===== config.mk =====
export PLATFORM = sky130hd
export DESIGN_NAME = serial_word_collector
export DESIGN_NICKNAME = d
export VERILOG_FILES = /design/src/rtl/serial_word_collector.sv
export SDC_FILE = /design/constraint.sdc
export NUM_CORES = 1
export LEC_CHECK = 0
export CORE_MARGIN = 2
export CORE_UTILIZATION = 25
export CTS_BUF_LIST = sky130_fd_sc_hd__clkbuf_16
export CTS_CLUSTER_DIAMETER = 30
export DETAILED_ROUTE_END_ITERATION = 8
export PLACE_DENSITY = 0.47
export SLEW_MARGIN = 0
export SYNTH_ARGS = -nofsm -noshare
export SYNTH_HDL_FRONTEND = slang
export SYNTH_SLANG_ARGS = --single-unit
export TNS_END_PERCENT = 5

===== constraint.sdc =====
create_clock -name clk -period 1.79 [get_ports clk]
set_input_delay 0.4475 -clock clk [delete_from_list [all_inputs] [get_ports clk]]
set_output_delay 0.4475 -clock clk [all_outputs]
set_load 0.05 [all_outputs]

===== src/rtl/serial_word_collector.sv =====
// Reassembles an LSB-first, sof-delimited serial bit stream into WIDTH-bit words
// and holds each one in a single-entry valid/ready output register.
module serial_word_collector #(
    parameter int WIDTH = 8
) (
    input  logic             clk,
    input  logic             rst,
    input  logic             in,
    input  logic             in_valid,
    input  logic             sof,
    output logic [WIDTH-1:0] word_out,
    output logic             word_valid,
    input  logic             word_ready,
    output logic             busy,
    output logic             frame_err,
    output logic             overrun,
    input  logic             overrun_clr
);
    localparam int IW = $clog2(WIDTH);
    localparam logic [IW-1:0] LAST = IW'(WIDTH - 1);

    typedef enum logic {IDLE, COLLECT} state_t;

    state_t           state, state_n;
    logic [IW-1:0]    idx, idx_n;
    logic [WIDTH-1:0] shreg, shreg_n;
    logic             done, abort;

    always_comb begin
        state_n = state;
        idx_n   = idx;
        shreg_n = shreg;
        done    = 1'b0;
        abort   = 1'b0;
        if (in_valid) begin
            if (sof) begin
                // sof always restarts at bit 0; mid-frame it also aborts the partial word
                abort      = (state == COLLECT);
                shreg_n    = '0;
                shreg_n[0] = in;
                idx_n      = IW'(1);
                state_n    = COLLECT;
            end else if (state == COLLECT) begin
                shreg_n[idx] = in;
                if (idx == LAST) begin
                    done    = 1'b1;
                    idx_n   = '0;
                    state_n = IDLE;
                end else begin
                    idx_n = idx + 1'b1;
                end
            end
        end
    end

    always_ff @(posedge clk) begin
        if (rst) begin
            state      <= IDLE;
            idx        <= '0;
            shreg      <= '0;
            word_out   <= '0;
            word_valid <= 1'b0;
            frame_err  <= 1'b0;
            overrun    <= 1'b0;
        end else begin
            state     <= state_n;
            idx       <= idx_n;
            shreg     <= shreg_n;
            frame_err <= abort;
            // a completing word may replace the held one only if it is consumed at this edge
            if (done && (!word_valid || word_ready)) begin
                word_out   <= shreg_n;
                word_valid <= 1'b1;
            end else if (word_valid && word_ready) begin
                word_valid <= 1'b0;
            end
            if (done && word_valid && !word_ready)
                overrun <= 1'b1;
            else if (overrun_clr)
                overrun <= 1'b0;
        end
    end

    assign busy = (state == COLLECT);

endmodule

==> qor.yml <==
outcome: "complete, no violations"
drtIter0Drc: 34
fin_util: 0.344
syn_area_um2: 1050
num-fill-cells: 434
area.sequential_um2: 462
layoutNonFillerInstCount: 191
cts_sinks: 23
tightest_slew_ns: 0.346
comb_power_share: 0.088
seq_area_frac_synth: 0.439
routed_via_density: 4.90
synth_area_leaders: "dfxtp_1, nor2_1, a211oi_1"
start_util: 0.260
p_seq_frac: 0.470
clock-root-buffer: "clkbuf_16"
first_pass_iters: 4
synth_ff_type: "dfxtp_1"
synth_cell_type_count: 34
vias: 935
drive_gt1_frac: 0.255
grt_max_degree: 24
min_path_type: "reg2reg"
placementRows: 23
grt_pass1_wl_um: 3950
net-switching-power_uw: 246
yosysTopAreaCellShare: 0.439
clock_latency_ns: 0.25
nets: 151
drc_errors: 0
synth_fp_nets: 126
wl_per_cell_um: 12.7
cp.required_ns: 1.95
startpoint_type: "input pin"
synth_top_family_by_area: "simple AND/OR/NAND/NOR gates"
clockPowerShare: 0.441
synth_edf_count: 0
layout_common_cells: "dfxtp_1, buf_4, nor2_1"
setup_viol: 0
port-buffer-count: 18
p_leak_nw: 0.532
cp_data_arrival_time_ns: 1.83
relSlewSlack: 0.766
fin_crit_sh: 0.933
path_clk_slew_ns: 0.06
dp.cells: 187
syn_avg_cell_area_um2: 8.96
wl_um: 2420
yosys_warnings: 0
vdd_ir_drop_max_mv: 0.346
synthCells: 117
cts-buffers-inserted: 3
slew_viol_final: 0
fmax_mhz: 599
multi_input_area_um2: 524
die_x_um: 68.8
cts_tree: "yes"
io_pins: 19
yosysTopAreaCell: "dfxtp_1"
crit_type: "in2reg"
p_sw_frac: 0.222
postCtsHoldBufs: 0
diodes: 0
synth_compound_area_frac: 0.204
htreeDepth: 1
synthAdderAreaFrac: 0.0239
synth.ff_latch_count: 23
hold_viol: 0
gp_congestion: 0.697
rsz0062_at_grt: "false"
skew_ns: 0.00239
overflow: 0
p_per_area_nw_per_um2: 799
yosys.area_share.simple: 0.263
grt_pass1_vias: 864
p_int_uw: 861
drv_cap: 0
hpwl_um: 1710
dieArea_um2: 4730
antenna_found_initial: 0
synthXorXnorAreaFrac: 0
crit_fanout: 8
core_um2: 4030
finalCriticalPeriod_ns: 1.67
area_delta_synth_final_pct: 32.1
die_height_um: 68.8
track_usage: 0.113
async_flop_share: 0
postRouteAntennaNets: 0
clk_path_buf_depth: 2
synthMuxAreaShare: 0.00955
fin_tns_setup_ns: 0
cp-end-kind: "register"
==> cell usage after synthesis (2+ instances only) <==
master / count
dfxtp_1: 23
nor2_1: 19
a21oi_1: 7
nand2_1: 7
a211oi_1: 6
o21ai_1: 6
a211oi_2: 3
buf_2: 3
clkbuf_1: 3
inv_1: 3
nand2b_1: 3
nor3_1: 3
nor4b_1: 3
a22oi_1: 2
and4b_1: 2
buf_4: 2
ha_1: 2
nor2_2: 2
nor3b_1: 2
or3_1: 2
==> through the flow <==
| stage | area, um^2 | hold slack [ns] | total power [mW] | setup WS, ns |
|---|---|---|---|---|
| final | 1390 | 0.493 | 1.11 | 0.119 |
| after floorplan | 1050 | 0.451 | 0.586 | 0.0893 |
| after detailed placement | 1300 | 0.483 | 0.630 | -0.148 |
| after CTS | 1380 | 0.498 | 1.13 | 0.112 |
| after global placement | 1300 | 0.473 | 0.629 | -0.165 |
| after global routing | 1390 | 0.514 | 1.16 | 0.0151 |
==> per-layer routing <==
| metal | global-route usage | wire [um] | vias up |
|---|---|---|---|
| li1 | - | - | 468 |
| met1 | 0.138 | 1120 | 439 |
| met2 | 0.195 | 1150 | 26 |
| met3 | 0.0341 | 129 | 2 |
| met4 | 0.0294 | 16 | 0 |
| met5 | 0 | 0 | - |
==> power by group through the flow <==
stage / registers [mW] / logic, mW / clock network, mW
3_5_place_dp: 0.532 / 0.0976 / 0
5_1_grt: 0.521 / 0.105 / 0.536
2_1_floorplan: 0.539 / 0.0473 / 0
6_report: 0.520 / 0.0976 / 0.488
3_3_place_gp: 0.532 / 0.0975 / 0
4_1_cts: 0.520 / 0.0983 / 0.508
==> worst max-delay path, stage by stage <==
cell and delay (ns):
clkdlybuf4s50_1 0.57, nand4b_1 0.19, nor2b_1 0.19, buf_4 0.17, nor2_1 0.04, a211oi_1 0.22
==> final cells by class <==
type,count,area share
Clock buffer,3,0.0542
Clock inverter,1,0.00361
Inverter,3,0.00813
Multi-Input combinational cell,82,0.379
Sequential cell,23,0.333
Tap cell,50,0.0452
Timing Repair Buffer,29,0.177
==> repair_timing <==
| action | CTS | global route |
|---|---|---|
| resized for setup | 0 | 1 |
| buffers inserted | 0 | 0 |
| endpoints found under the setup margin | 0 | 2 |
==> logic make-up after synthesis <==
family | Yosys count
AO/OA/AOI/OAI | 30
buffers and inverters | 12
multiplexers | 1
flip-flops | 23
adder cells (fa/ha/maj) | 2
AND/OR/NAND/NOR | 49
==> registers in the layout, indices dropped and copies added (netlist names) <==
| name | count |
|---|---|
| word_valid | 1 |
| shreg | 8 |
| overrun | 1 |
| busy | 1 |
| idx | 3 |
| frame_err | 1 |
| word_out | 8 |
==> path summary, 6_finish.rpt <==
kind,slack (ns),from,endpoint,cells past startpoint
worst max-delay path,0.12,in_valid,word_out[6],6
worst min register to register,0.49,shreg[3],shreg[3],2
worst max register to register,0.23,idx[0],word_out[6],7
worst min-delay path,0.49,shreg[3],shreg[3],2
(Power assumes the default switching activity.)
